File: config.mk
export PLATFORM = sky130hd
export DESIGN_NAME = wb_arbiter
export DESIGN_NICKNAME = d
export VERILOG_FILES = /design/src/rtl/wb_arbiter.sv
export SDC_FILE = /design/constraint.sdc
export NUM_CORES = 1
export LEC_CHECK = 0
export CORE_MARGIN = 2
export CORE_UTILIZATION = 56
export DETAILED_ROUTE_END_ITERATION = 7
export GPL_TIMING_DRIVEN = 0
export PLACE_DENSITY_LB_ADDON = 0.05
export SYNTH_ARGS = -nofsm -noshare
export SYNTH_HDL_FRONTEND = slang
export SYNTH_SLANG_ARGS = --single-unit
File: constraint.sdc
create_clock -name CLK -period 8 [get_ports CLK]
set_clock_uncertainty 0.1 [all_clocks]
set_input_delay 1.6 -clock CLK [delete_from_list [all_inputs] [get_ports CLK]]
set_output_delay 1.6 -clock CLK [all_outputs]
set_load 0.01 [all_outputs]
File: src/rtl/wb_arbiter.sv
// -----------------------------------------------------------------------------
// wb_arbiter
//
// Writeback arbiter for the register status table and register file. NREQ
// functional-unit result ports compete for one writeback slot per cycle. One
// live result is granted per cycle with round-robin fairness and is registered
// into a one-entry output stage that holds while wb_stall is high. Results that
// target r0, and speculative results killed by a branch flush, are accepted
// and dropped without using the writeback slot.
//
// Ports
//   CLK        clock
//   RST        synchronous active-high reset
//   req_valid  [NREQ]          result pending, one bit per requester
//   req_ready  [NREQ]          result accepted this cycle (combinational)
//   req_sel    [NREQ*REG_W]    destination register per requester
//   req_tag    [NREQ*TAG_W]    status-table tag per requester
//   req_data   [NREQ*DATA_W]   result value per requester
//   req_spec   [NREQ]          result is under an unresolved branch
//   flush      mispredict: kill all speculative work
//   resolved   branch resolved correct: clear speculation
//   wb_stall   consumer cannot take the output this cycle
//   wb_write   writeback valid
//   wb_sel     writeback register
//   wb_tag     writeback tag
//   wb_data    writeback value
//   wb_spec    output entry is speculative
// -----------------------------------------------------------------------------
module wb_arbiter #(
    parameter int NREQ   = 4,
    parameter int REG_W  = 5,
    parameter int TAG_W  = 3,
    parameter int DATA_W = 32
) (
    input  logic                     CLK,
    input  logic                     RST,
    input  logic [NREQ-1:0]          req_valid,
    output logic [NREQ-1:0]          req_ready,
    input  logic [NREQ*REG_W-1:0]    req_sel,
    input  logic [NREQ*TAG_W-1:0]    req_tag,
    input  logic [NREQ*DATA_W-1:0]   req_data,
    input  logic [NREQ-1:0]          req_spec,
    input  logic                     flush,
    input  logic                     resolved,
    input  logic                     wb_stall,
    output logic                     wb_write,
    output logic [REG_W-1:0]         wb_sel,
    output logic [TAG_W-1:0]         wb_tag,
    output logic [DATA_W-1:0]        wb_data,
    output logic                     wb_spec
);

    localparam int PTR_W = $clog2(NREQ);

    // Output stage and round-robin pointer
    logic              out_v;
    logic [REG_W-1:0]  out_sel;
    logic [TAG_W-1:0]  out_tag;
    logic [DATA_W-1:0] out_data;
    logic              out_spec;
    logic [PTR_W-1:0]  ptr;

    // Arbitration results
    logic              load_ok;
    logic [NREQ-1:0]   dead;
    logic [NREQ-1:0]   grant;
    logic              gnt_found;
    logic [PTR_W-1:0]  gnt_idx;
    logic [REG_W-1:0]  gnt_sel;
    logic [TAG_W-1:0]  gnt_tag;
    logic [DATA_W-1:0] gnt_data;
    logic              gnt_spec;
    logic [PTR_W-1:0]  ptr_next;

    always_comb begin
        int idx;
        // NOTE: every signal assigned here gets a default first, so no path
        // leaves a value unassigned and no latch is inferred.
        load_ok   = ~out_v | ~wb_stall;
        dead      = '0;
        grant     = '0;
        gnt_found = 1'b0;
        gnt_idx   = '0;
        gnt_sel   = '0;
        gnt_tag   = '0;
        gnt_data  = '0;
        gnt_spec  = 1'b0;
        idx       = 0;

        // Dead results are acknowledged and dropped regardless of stall.
        for (int i = 0; i < NREQ; i++) begin
            dead[i] = req_valid[i] &
                      ((req_sel[i*REG_W +: REG_W] == '0) | (flush & req_spec[i]));
        end

        // Scan ptr, ptr+1, ... modulo NREQ; first live requester wins.
        for (int k = 0; k < NREQ; k++) begin
            idx = int'(ptr) + k;
            if (idx >= NREQ) idx = idx - NREQ;
            if (load_ok && !gnt_found && req_valid[idx] && !dead[idx]) begin
                gnt_found  = 1'b1;
                grant[idx] = 1'b1;
                gnt_idx    = PTR_W'(idx);
                gnt_sel    = req_sel[idx*REG_W +: REG_W];
                gnt_tag    = req_tag[idx*TAG_W +: TAG_W];
                gnt_data   = req_data[idx*DATA_W +: DATA_W];
                gnt_spec   = req_spec[idx];
            end
        end

        // Explicit wrap keeps the pointer in range for non-power-of-2 NREQ.
        ptr_next = (gnt_idx == PTR_W'(NREQ - 1)) ? '0 : gnt_idx + 1'b1;

        req_ready = RST ? '0 : (dead | grant);
    end

    always_ff @(posedge CLK) begin
        // NOTE: state registers use non-blocking assignments so every flop
        // samples pre-edge values regardless of statement order.
        if (RST) begin
            // NOTE: the payload registers are reset too, not just the valid
            // bit, because the wb_* outputs must read zero after reset.
            out_v    <= 1'b0;
            out_sel  <= '0;
            out_tag  <= '0;
            out_data <= '0;
            out_spec <= 1'b0;
            ptr      <= '0;
        end else if (gnt_found) begin
            out_v    <= 1'b1;
            out_sel  <= gnt_sel;
            out_tag  <= gnt_tag;
            out_data <= gnt_data;
            out_spec <= gnt_spec & ~resolved;
            ptr      <= ptr_next;
        end else if (load_ok) begin
            out_v <= 1'b0;
        end else begin
            // Held entry: flush beats resolved for a speculative entry.
            if (flush && out_spec) begin
                out_v <= 1'b0;
            end else if (resolved) begin
                out_spec <= 1'b0;
            end
        end
    end

    // A speculative entry is masked in the very cycle the flush arrives.
    assign wb_write = out_v & ~(flush & out_spec);
    assign wb_sel   = out_sel;
    assign wb_tag   = out_tag;
    assign wb_data  = out_data;
    assign wb_spec  = out_spec;

endmodule

==> impl_metrics.sql, run 1 <==
INSERT INTO impl_metrics (metric_group, metric, value, unit) VALUES
('outcome', 'outcome', 'finished, final reports clean', ''),
('worst_setup_path', 'worst_path_largest_cell_delay', '0.67', 'ns'),
('worst_setup_path', 'worstPathRequired', '6.30', 'ns'),
('flow_run', 'drv_cap', '0', ''),
('drt', 'drt_first_iter_violations', '1792', ''),
('timing', 'setup_viol', '0', ''),
('pwr', 'pwr-share-seq', '0.083', ''),
('clocking', 'number_of_buffers_created_by_cts', '5', ''),
('clocking', 'numClockSinks', '44', ''),
('worst_setup_path', 'crit_path_end_kind', 'output pin', ''),
('worst_setup_path', 'worst_setup_path_start_kind', 'input pin', ''),
('pwr', 'internal-power', '1.98', 'mW'),
('synthesis', 'synthesis.area', '0.00900', 'mm^2'),
('clocking', 'clk_transition_reported_paths', '0.07', 'ns'),
('clocking', 'ctsHoldBuffers', '0', ''),
('clocking', 'cts_setup_buffers', '0', ''),
('floorplanning', 'design.die.area', '0.0171', 'mm^2'),
('synthesis', 'synth_flop_cell', 'sky130_fd_sc_hd__dfxtp_1', ''),
('synthesis', 'synthesis.instances', '1054', ''),
('global_route', 'grt_util_all_layers', '0.476', ''),
('timing', 'hold_viol_final', '0', ''),
('synthesis', 'synth.avg_cell_area', '8.54', 'um^2'),
('final_layout', 'post_route_cells_drive_above_1_share', '0.162', ''),
('clocking', 'insertion_delay', '0.31', 'ns'),
('global_route', 'via_count_of_the_first_global_routing_pass', '11100', ''),
('worst_setup_path', 'crit_top_cell', 'sky130_fd_sc_hd__clkdlybuf4s50_1', ''),
('global_route', 'maximum_number_of_pins_on_one_net_before_global_route_repair', '16', ''),
('pwr', 'p_per_area', '376', 'mW/mm^2'),
('drt', 'num_vias', '11400', ''),
('global_route', 'grt_first_pass_wirelength', '61500', 'um'),
('timing', 'tightest_slew', '1.17', 'ns'),
('floorplanning', 'initial_core_utilization', '0.571', ''),
('worst_setup_path', 'worstPathMaxFanout', '10', ''),
('final_layout', 'final-seq-area', '881', 'um^2'),
('worst_setup_path', 'timing_worst_setup_path_type', 'input pin to output pin', ''),
('timing', 'final_critical_path_setup_slack', '0.161', 'ns'),
('floorplanning', 'dieHeight', '131', 'um'),
('timing', 'drv_slew', '0', ''),
('synthesis', 'ys_async_sr_fraction', '0', ''),
('placement', 'numPlacedInstances', '1489', ''),
('synthesis', 'synthesis.yosys.warnings', '0', ''),
('final_layout', 'area_growth_syn_to_layout', '29.0', '%'),
('worst_setup_path', 'cpMaxStageDelayCell', 'sky130_fd_sc_hd__or4_1', ''),
('worst_setup_path', 'worstPathArrival', '6.14', 'ns'),
('worst_setup_path', 'crit_chain', 'clkdlybuf4s50_1 -> or4_1 -> o21ai_1 -> o22ai_1 -> a22oi_2 -> and4_1 -> clkbuf_1 -> buf_2 -> a221oi_1 -> nor2_1 -> clkdlybuf4s50_1', ''),
('clocking', 'htree_num_levels', '2', ''),
('floorplanning', 'ios', '219', ''),
('worst_setup_path', 'worst-path-buf-inv', '4', ''),
('clocking', 'cts_tree', 'done', ''),
('floorplanning', 'die-width', '131', 'um'),
('clocking', 'cts.repair.resized', '0', ''),
('drt', 'drt-total-wl', '41300', 'um'),
('synthesis', 'yosys_register_bits', '44', ''),
('timing', 'final.setup.tns', '0', 'ns'),
('worst_setup_path', 'critical_path.top_delay_family', 'buffers and inverters', ''),
('pwr', 'fin_total_pwr', '4.37', 'mW'),
('placement', 'hpwlAfterDp', '30700', 'um'),
('drt', 'route.antenna.remaining_nets', '0', ''),
('pwr', 'clkPwrFrac', '0.054', ''),
('pwr', 'comb_power_share', '0.864', ''),
('drt', 'first_pass_iters', '6', ''),
('timing', 'final_clock_period_utilization_by_the_worst_path', '0.980', ''),
('synthesis', 'synth.yosys.seq_area_share', '0.0978', ''),
('final_layout', 'fillerInstances', '1271', ''),
('global_route', 'antenna_found_initial', '1', ''),
('synthesis', 'synthDistinctLibCells', '79', ''),
('pwr', 'net-switching-power', '2.39', 'mW'),
('pwr', 'cellLeakagePower', '4.02', 'nW'),
('placement', 'portBuffers', '218', ''),
('timing', 'highest_clock_rate', '128', 'MHz'),
('placement', 'place_congestion', '1.04', '');
==> cell usage after synthesis, drive strengths merged, types with 3 or more instances <==
cell type,number,area (um^2)
a2111oi,24,375
mux2i,75,751
and2,9,56.3
dfxtp,44,881
o21ai,43,215
nor3,14,86.3
a21oi,94,470
o21a,6,45.0
inv,16,60.1
nor3b,3,22.5
o221ai,23,270
clkbuf,56,214
o32ai,5,43.8
o211a,4,40.0
a221oi,8,70.1
xnor2,3,26.3
o22ai,24,156
ha,15,188
a211oi,39,293
mux4,87,1970
nor2,100,375
nand3,20,100
nand4,4,25.0
o311ai,4,35.0
buf,50,260
nor2b,38,238
a21o,4,30.0
a22oi,16,125
a21boi,5,37.5
a31oi,15,93.8
a211o,3,26.3
or3,5,31.3
nand2b,13,81.3
mux2,49,552
nand2,84,315
o211ai,12,100
or4,5,45.0
and3,6,37.5
==> worst paths after layout <==
check,startpoint,end,slack (ns),depth (start not counted)
setup / recovery,req_sel[15],req_ready[1],0.16,11
setup reg to reg,ptr[0],wb_sel[2],0.53,18
hold / removal,wb_data[0],wb_data[0],0.36,2
hold reg to reg,wb_data[0],wb_data[0],0.36,2
==> per-layer routing <==
metal  up-vias  GRT usage  share of wire  wire, um
li1       4624          -              -         -
met1      5298      0.576           0.34     14000
met2      1153      0.734           0.44     18400
met3       294      0.148           0.15      6040
met4         0      0.309          0.070      2910
met5         -          0              0         0
==> worst min-delay path: cells and delay by family, from the launching register on <==
family          cells  cell delay [ns]
simple gates        1             0.05
flops               1             0.31
compound gates      1             0.05
==> cell usage in the layout, fill, tap and decap left out, drive strengths merged, types with 5 or more instances in the layout <==
cell,instances
clkdlybuf4s50,218
nor2,100
a21oi,94
mux4,87
nand2,84
mux2i,75
clkbuf,63
buf,50
mux2,49
dfxtp,44
o21ai,43
a211oi,39
nor2b,38
o22ai,24
a2111oi,24
o221ai,23
nand3,20
inv,16
a22oi,16
a31oi,15
ha,15
nor3,14
nand2b,13
o211ai,12
and2,9
a221oi,8
o21a,6
and3,6
o32ai,5
or3,5
a21boi,5
or4,5
==> power groups by stage <==
stage               clock (mW)  sequential, mW  combinational, mW
CTS                      0.229           0.358               3.61
global placement             0           0.358               3.54
finish                   0.234           0.362               3.78
floorplan                    0           0.383               2.47
global route             0.239           0.367               3.94
detailed placement           0           0.362               3.59
==> layout make-up <==
type                       instances  area share
multi-input combinational        889       0.654
timing repair buffer             218       0.188
sequential                        44      0.0758
buffer                           106      0.0408
tap                              216      0.0233
clock buffer                       7      0.0123
inverter                          16     0.00517
clock inverter                     1    0.000646
antenna                            2    0.000431
==> state kept, by name, summed over array words and instances, names as in the netlist <==
register	flops
out_v	1
wb_data	32
wb_spec	1
wb_tag	3
ptr	2
wb_sel	5
==> logic make-up (layout without fill, tap and decap cells) <==
kind of cell               after synthesis  count (layout)  share of synthesized area
other                                    1               4                   0.000417
AOI/OAI and AO/OA                      346             346                      0.286
xor gates and xnor gates                 3               3                    0.00292
and+or+nand+nor                        311             311                      0.166
adders and majority gates               16              16                     0.0231
buffers and inverters                  122             348                     0.0593
muxes                                  211             211                      0.364
DFF                                     44              44                     0.0978
==> per-stage QoR <==
| step | instance area (um^2) | utilization | hold WS (ns) |
|---|---|---|---|
| after global placement | 11500 | 0.727 | 0.339 |
| after detailed placement | 11500 | 0.727 | 0.346 |
| after floorplan | 9010 | - | 0.376 |
| final | 11600 | 0.736 | 0.357 |
| after CTS | 11600 | 0.736 | 0.355 |
| after global routing | 11600 | 0.736 | 0.367 |
Power figures use the tool's default switching activity.
==> run 2: changes to the inputs <==
--- a/config.mk
+++ b/config.mk
@@ -9,7 +9,7 @@
 export CORE_UTILIZATION = 56
 export DETAILED_ROUTE_END_ITERATION = 7
 export GPL_TIMING_DRIVEN = 0
-export PLACE_DENSITY_LB_ADDON = 0.05
+export PLACE_DENSITY = 0.89
 export SYNTH_ARGS = -nofsm -noshare
 export SYNTH_HDL_FRONTEND = slang
 export SYNTH_SLANG_ARGS = --single-unit
==> run 2 against run 1 <==
  * Combinational power is essentially flat
  * Clock power increased by 12%
  * Largest cell class unchanged
  * Fmax down 1.4%
  * Die area did not move
  * Setup slack got worse by 0.11 ns
  * Critical path type unchanged
  * Critical path depth did not move
==> impl_metrics.sql, run 2 (synthesis gave the netlist of run 1 again) <==
INSERT INTO impl_metrics (metric_group, metric, value, unit) VALUES
('global_route', 'grt_first_pass_wirelength', '60900', 'um'),
('global_route', 'gr-usage-met1', '0.571', ''),
('timing', 'highest_clock_rate', '126', 'MHz'),
('final_layout', 'largest_register_ff_count', '32', ''),
('pwr', 'p_per_area', '376', 'mW/mm^2'),
('floorplanning', 'placeableCoreArea', '0.0158', 'mm^2'),
('timing', 'finalCriticalPeriod', '7.95', 'ns'),
('min_path', 'timing.hold.worst_path_depth', '2', ''),
('clocking', 'cts_setup_buffers', '0', ''),
('pwr', 'cellLeakagePower', '4.04', 'nW'),
('clocking', 'cts-root-buf', 'sky130_fd_sc_hd__clkbuf_16', ''),
('floorplanning', 'floorplan.rows', '46', ''),
('global_route', 'grt.met2_usage', '0.709', ''),
('clocking', 'cts_tree', 'done', ''),
('timing', 'final_clock_period_utilization_by_the_worst_path', '0.993', ''),
('timing', 'hold_viol_final', '0', ''),
('worst_setup_path', 'reg2regPathDepth', '18', ''),
('timing', 'final_critical_path_setup_slack', '0.0521', 'ns'),
('floorplanning', 'die-width', '131', 'um'),
('global_route', 'gr-total-overflow', '0', ''),
('global_route', 'grt_busiest_layer', 'met2', ''),
('worst_setup_path', 'worstPathMaxFanout', '10', ''),
('floorplanning', 'dieHeight', '131', 'um'),
('clocking', 'ctsHoldBuffers', '0', ''),
('outcome', 'outcome', 'finished, final reports clean', ''),
('final_layout', 'final_cell_mix', '218 x sky130_fd_sc_hd__clkdlybuf4s50_1, 100 x sky130_fd_sc_hd__nor2_1, 94 x sky130_fd_sc_hd__a21oi_1', ''),
('final_layout', 'final_core_util', '0.738', ''),
('final_layout', 'post_route_cells_drive_above_1_share', '0.162', ''),
('placement', 'placed_cell_area', '0.0115', 'mm^2'),
('drt', 'first_pass_iters', '6', ''),
('final_layout', 'final-seq-area', '881', 'um^2'),
('worst_setup_path', 'worstPathArrival', '6.25', 'ns'),
('clocking', 'cts.path.max_buffers', '2', ''),
('worst_setup_path', 'timing.reg2reg.setup_slack', '0.66', 'ns'),
('floorplanning', 'initial_core_utilization', '0.571', ''),
('global_route', 'global_route.usage.met3', '0.158', ''),
('global_route', 'via_count_of_the_first_global_routing_pass', '10900', ''),
('placement', 'dpl_worst_slack', '0.342', 'ns'),
('final_layout', 'fillerInstances', '1206', ''),
('global_route', 'antenna_found_initial', '0', ''),
('drt', 'drt_first_iter_violations', '1525', ''),
('placement', 'numPlacedInstances', '1489', ''),
('clocking', 'numClockSinks', '44', ''),
('clocking', 'cts.repair.resized', '0', ''),
('worst_setup_path', 'worst_setup_path_start_kind', 'input pin', ''),
('final_layout', 'num_antenna_cells', '0', ''),
('floorplanning', 'ios', '219', ''),
('worst_setup_path', 'timing_worst_setup_path_type', 'input pin to output pin', ''),
('placement', 'place_congestion', '1.04', ''),
('final_layout', 'area_growth_syn_to_layout', '29.3', '%'),
('placement', 'hpwlAfterDp', '30500', 'um'),
('clocking', 'insertion_delay', '0.31', 'ns'),
('worst_setup_path', 'worstPathRequired', '6.30', 'ns'),
('drt', 'drc', '0', ''),
('drt', 'num_vias', '11300', ''),
('floorplanning', 'design.die.area', '0.0171', 'mm^2'),
('min_path', 'hold_path.class', 'flip-flop to flip-flop', ''),
('placement', 'portBuffers', '218', ''),
('timing', 'final.setup.tns', '0', 'ns'),
('timing', 'hold_slack', '0.356', 'ns'),
('clocking', 'clk_transition_reported_paths', '0.07', 'ns'),
('timing', 'tightest_slew', '1.11', 'ns'),
('worst_setup_path', 'crit_path_end_kind', 'output pin', ''),
('final_layout', 'post-route-cell-area', '0.0116', 'mm^2'),
('flow_run', 'drv_cap', '0', ''),
('final_layout', 'finalNetCount', '1469', ''),
('drt', 'drt-total-wl', '41100', 'um'),
('drt', 'route.antenna.remaining_nets', '0', ''),
('drt', 'post_drt_wl_per_cell', '27.5', 'um'),
('global_route', 'grt_util_all_layers', '0.469', ''),
('global_route', 'maximum_number_of_pins_on_one_net_before_global_route_repair', '16', ''),
('pwr', 'vdd_drop_max', '338', 'uV'),
('timing', 'drv_slew', '0', ''),
('clocking', 'number_of_buffers_created_by_cts', '5', ''),
('timing', 'setup_viol', '0', ''),
('timing', 'timing.max_slew.rel_slack', '0.262', ''),
('drt', 'route.detailed.vias_per_inst', '7.55', ''),
('final_layout', 'stdcell_count', '1497', ''),
('clocking', 'htree_num_levels', '2', ''),
('final_layout', 'most_frequent_standard_cell_in_the_layout_excluding_fill_and_tap_cells', 'sky130_fd_sc_hd__clkdlybuf4s50_1', ''),
('pwr', 'fin_total_pwr', '4.38', 'mW'),
('final_layout', 'multi_input_comb_area', '0.00759', 'mm^2'),
('timing', 'rsz0062_at_grt', 'false', '');
==> run 2: changes by cell type in the layout (fill, tap and decap cells not counted), sizes merged <==
cell,before,now
bufinv,0,1
diode,2,0
clkbuf,63,62
clkinv,0,1
clkinvlp,1,0
==> run 2: layout make-up <==
| cell class | count | share of cell area |
|---|---|---|
| Multi-Input combinational cell | 889 | 0.652 |
| Clock inverter | 2 | 0.00333 |
| Sequential cell | 44 | 0.0757 |
| Tap cell | 216 | 0.0232 |
| Clock buffer | 6 | 0.0119 |
| Buffer | 106 | 0.0408 |
| Inverter | 16 | 0.00516 |
| Timing Repair Buffer | 218 | 0.188 |
==> run 2: where the power goes <==
| group | internal (mW) | switching (mW) |
|---|---|---|
| combinational | 1.56 | 2.20 |
| sequential | 0.303 | 0.0601 |
| clock | 0.157 | 0.105 |
| total | 2.02 | 2.37 |
==> run 2: routing by layer <==
layer | share of wire | vias to the layer above
met1 | 0.34 | 5209
met5 | 0 | -
li1 | - | 4639
met3 | 0.14 | 317
met4 | 0.081 | 0
met2 | 0.43 | 1138
==> run 2: worst max-delay path: stages <==
cell and delay [ns]:
sky130_fd_sc_hd__clkdlybuf4s50_1 0.57, sky130_fd_sc_hd__or4_1 0.66, sky130_fd_sc_hd__o21ai_1 0.34, sky130_fd_sc_hd__o22ai_1 0.22
sky130_fd_sc_hd__a22oi_2 0.43, sky130_fd_sc_hd__and4_1 0.31, sky130_fd_sc_hd__clkbuf_1 0.61, sky130_fd_sc_hd__buf_2 0.47
sky130_fd_sc_hd__a221oi_1 0.15, sky130_fd_sc_hd__nor2_1 0.27, sky130_fd_sc_hd__clkdlybuf4s50_1 0.60
==> run 2: worst paths after layout <==
check,start,endpoint
hold reg to reg,wb_data[0],wb_data[0]
hold / removal,wb_data[0],wb_data[0]
setup / recovery,req_sel[15],req_ready[1]
setup reg to reg,ptr[0],wb_sel[2]
==> run 3: changes to the inputs <==
--- a/config.mk
+++ b/config.mk
@@ -9,6 +9,7 @@
 export CORE_UTILIZATION = 56
 export DETAILED_ROUTE_END_ITERATION = 7
 export GPL_TIMING_DRIVEN = 0
+export MAX_ROUTING_LAYER = met4
 export PLACE_DENSITY = 0.89
 export SYNTH_ARGS = -nofsm -noshare
 export SYNTH_HDL_FRONTEND = slang
==> run 3 against run 2 <==
  * Clock-buffer cell count up 1
  * First-iteration DRC count rose by 14%
  * Setup slack better by 0.11 ns
  * Power up 0.83%
  * Non-clock buffer count unchanged
  * Largest cell class unchanged
==> impl_metrics.sql, run 3 (synthesis gave the netlist of run 1 again) <==
INSERT INTO impl_metrics (metric_group, metric, value, unit) VALUES
('final_layout', 'multi_input_comb_area', '0.00759', 'mm^2'),
('floorplanning', 'die-width', '131', 'um'),
('timing', 'hold_viol_final', '0', ''),
('final_layout', 'post-route-cell-area', '0.0116', 'mm^2'),
('clocking', 'cts-root-buf', 'sky130_fd_sc_hd__clkbuf_16', ''),
('timing', 'setup_viol', '0', ''),
('clocking', 'clk_transition_reported_paths', '0.07', 'ns'),
('placement', 'placed_cell_area', '0.0115', 'mm^2'),
('floorplanning', 'dieHeight', '131', 'um'),
('min_path', 'min-delay-start', 'wb_data[0]', ''),
('clocking', 'ctsHoldBuffers', '0', ''),
('timing', 'rsz0062_at_grt', 'false', ''),
('worst_setup_path', 'worst_setup_path_start_kind', 'input pin', ''),
('global_route', 'grt_first_pass_wirelength', '64700', 'um'),
('timing', 'highest_clock_rate', '128', 'MHz'),
('worst_setup_path', 'cpMaxStageDelayCell', 'sky130_fd_sc_hd__or4_1', ''),
('timing', 'final.setup.tns', '0', 'ns'),
('final_layout', 'num_antenna_cells', '0', ''),
('min_path', 'timing.hold.worst_path_depth', '2', ''),
('clocking', 'cts.path.max_buffers', '2', ''),
('floorplanning', 'floorplan.rows', '46', ''),
('worst_setup_path', 'timing_worst_setup_path_type', 'input pin to output pin', ''),
('pwr', 'cellLeakagePower', '4.02', 'nW'),
('placement', 'hpwlAfterDp', '32300', 'um'),
('drt', 'num_vias', '11600', ''),
('worst_setup_path', 'crit_chain', 'clkdlybuf4s50_1 -> or4_1 -> o21ai_1 -> o22ai_1 -> a22oi_2 -> and4_1 -> clkbuf_1 -> buf_2 -> a221oi_1 -> nor2_1 -> clkdlybuf4s50_1', ''),
('min_path', 'hold_end', 'wb_data[0]', ''),
('timing', 'drv_slew', '0', ''),
('final_layout', 'most_frequent_standard_cell_in_the_layout_excluding_fill_and_tap_cells', 'sky130_fd_sc_hd__clkdlybuf4s50_1', ''),
('flow_run', 'drv_cap', '0', ''),
('global_route', 'antenna_found_initial', '0', ''),
('worst_setup_path', 'reg2regPathDepth', '18', ''),
('worst_setup_path', 'worstPathMaxFanout', '10', ''),
('pwr', 'p_per_area', '381', 'mW/mm^2'),
('drt', 'drt_first_iter_violations', '1742', ''),
('worst_setup_path', 'worstPathArrival', '6.13', 'ns'),
('clocking', 'cts.repair.resized', '0', ''),
('final_layout', 'final_cell_mix', '218 x sky130_fd_sc_hd__clkdlybuf4s50_1, 100 x sky130_fd_sc_hd__nor2_1, 94 x sky130_fd_sc_hd__a21oi_1', ''),
('outcome', 'outcome', 'finished, final reports clean', ''),
('global_route', 'gr-total-overflow', '0', ''),
('global_route', 'grt_util_all_layers', '0.518', ''),
('drt', 'post_drt_wl_per_cell', '29.2', 'um'),
('floorplanning', 'design.die.area', '0.0171', 'mm^2'),
('clocking', 'cts_tree', 'done', ''),
('pwr', 'vdd_drop_max', '297', 'uV'),
('drt', 'drc', '0', ''),
('worst_setup_path', 'crit-reg2reg-launch', 'ptr[0]', ''),
('worst_setup_path', 'setup.worst_path.start', 'req_sel[15]', ''),
('timing', 'timing.max_slew.rel_slack', '0.227', ''),
('drt', 'route.detailed.vias_per_inst', '7.75', ''),
('worst_setup_path', 'timing.reg2reg.setup_slack', '0.46', 'ns'),
('global_route', 'via_count_of_the_first_global_routing_pass', '11200', ''),
('placement', 'place_congestion', '1.04', ''),
('drt', 'first_pass_iters', '6', ''),
('timing', 'finalCriticalPeriod', '7.83', 'ns'),
('clocking', 'cts_setup_buffers', '0', ''),
('clocking', 'number_of_buffers_created_by_cts', '5', ''),
('final_layout', 'finalNetCount', '1469', ''),
('placement', 'portBuffers', '218', ''),
('worst_setup_path', 'worst_path_largest_cell_delay', '0.68', 'ns'),
('worst_setup_path', 'rr_endpoint', 'wb_sel[2]', ''),
('clocking', 'insertion_delay', '0.30', 'ns'),
('global_route', 'maximum_number_of_pins_on_one_net_before_global_route_repair', '16', ''),
('clocking', 'numClockSinks', '44', ''),
('final_layout', 'post_route_cells_drive_above_1_share', '0.162', ''),
('worst_setup_path', 'crit_path_end_kind', 'output pin', ''),
('worst_setup_path', 'worstPathRequired', '6.30', 'ns'),
('timing', 'tightest_slew', '1.16', 'ns'),
('clocking', 'htree_num_levels', '2', ''),
('final_layout', 'largest_register_ff_count', '32', ''),
('drt', 'drt-total-wl', '43600', 'um'),
('timing', 'final_clock_period_utilization_by_the_worst_path', '0.979', ''),
('floorplanning', 'initial_core_utilization', '0.571', ''),
('floorplanning', 'ios', '219', ''),
('final_layout', 'fillerInstances', '1197', ''),
('min_path', 'hold_path.class', 'flip-flop to flip-flop', ''),
('worst_setup_path', 'crit_top_cell', 'sky130_fd_sc_hd__clkdlybuf4s50_1', ''),
('drt', 'route.antenna.remaining_nets', '0', ''),
('floorplanning', 'placeableCoreArea', '0.0158', 'mm^2'),
('final_layout', 'area_growth_syn_to_layout', '29.0', '%'),
('final_layout', 'final-seq-area', '881', 'um^2');
[run 3: how the worst max path moves through the flow]
stage / end / slack [ns] / cells past startpoint
floorplan: req_ready[2] / 2.43 / 9
global placement: req_ready[1] / 0.36 / 11
detailed placement: req_ready[1] / 0.39 / 11
CTS: req_ready[1] / 0.35 / 11
global route: req_ready[1] / 0.06 / 11
finish: req_ready[1] / 0.17 / 11
[run 3: metal layers]
| layer | GRT usage | part of all wire |
|---|---|---|
| met2 | 0.740 | 0.43 |
| met5 | - | 0 |
| met3 | 0.172 | 0.15 |
| met4 | 0.337 | 0.078 |
| met1 | 0.624 | 0.34 |
[run 3: area by class of cell]
type                    instances  share of cell area
plain buffers                 106              0.0408
well taps                     216              0.0233
inverters                      16             0.00517
flip-flops and latches         44              0.0759
clock inverters                 1            0.000647
multi-input cells             889               0.654
repair buffers                218               0.188
clock buffers                   7              0.0123
[run 3: critical path, delay by kind of cell]
family | cells | cell delay, ns
compound gates | 4 | 1.15
buf+inv | 4 | 2.17
simple gates | 3 | 1.22
[run 3: per-stage QoR]
stage | std cells | hold slack [ns] | utilization | total power, mW | setup WS, ns
global route | 1497 | 0.403 | 0.736 | 4.59 | 0.0569
detailed placement | 1489 | 0.347 | 0.727 | 3.98 | 0.389
finish | 1497 | 0.362 | 0.736 | 4.42 | 0.167
global placement | 1489 | 0.339 | 0.727 | 3.91 | 0.364
CTS | 1497 | 0.357 | 0.736 | 4.22 | 0.355
floorplan | 1055 | 0.376 | - | 2.85 | 2.43
[run 3: where the power goes]
group / internal [mW] / leakage, nW / switching [mW]
sequential: 0.303 / 0.365 / 0.0596
clock: 0.125 / 0.0701 / 0.107
combinational: 1.56 / 3.59 / 2.26
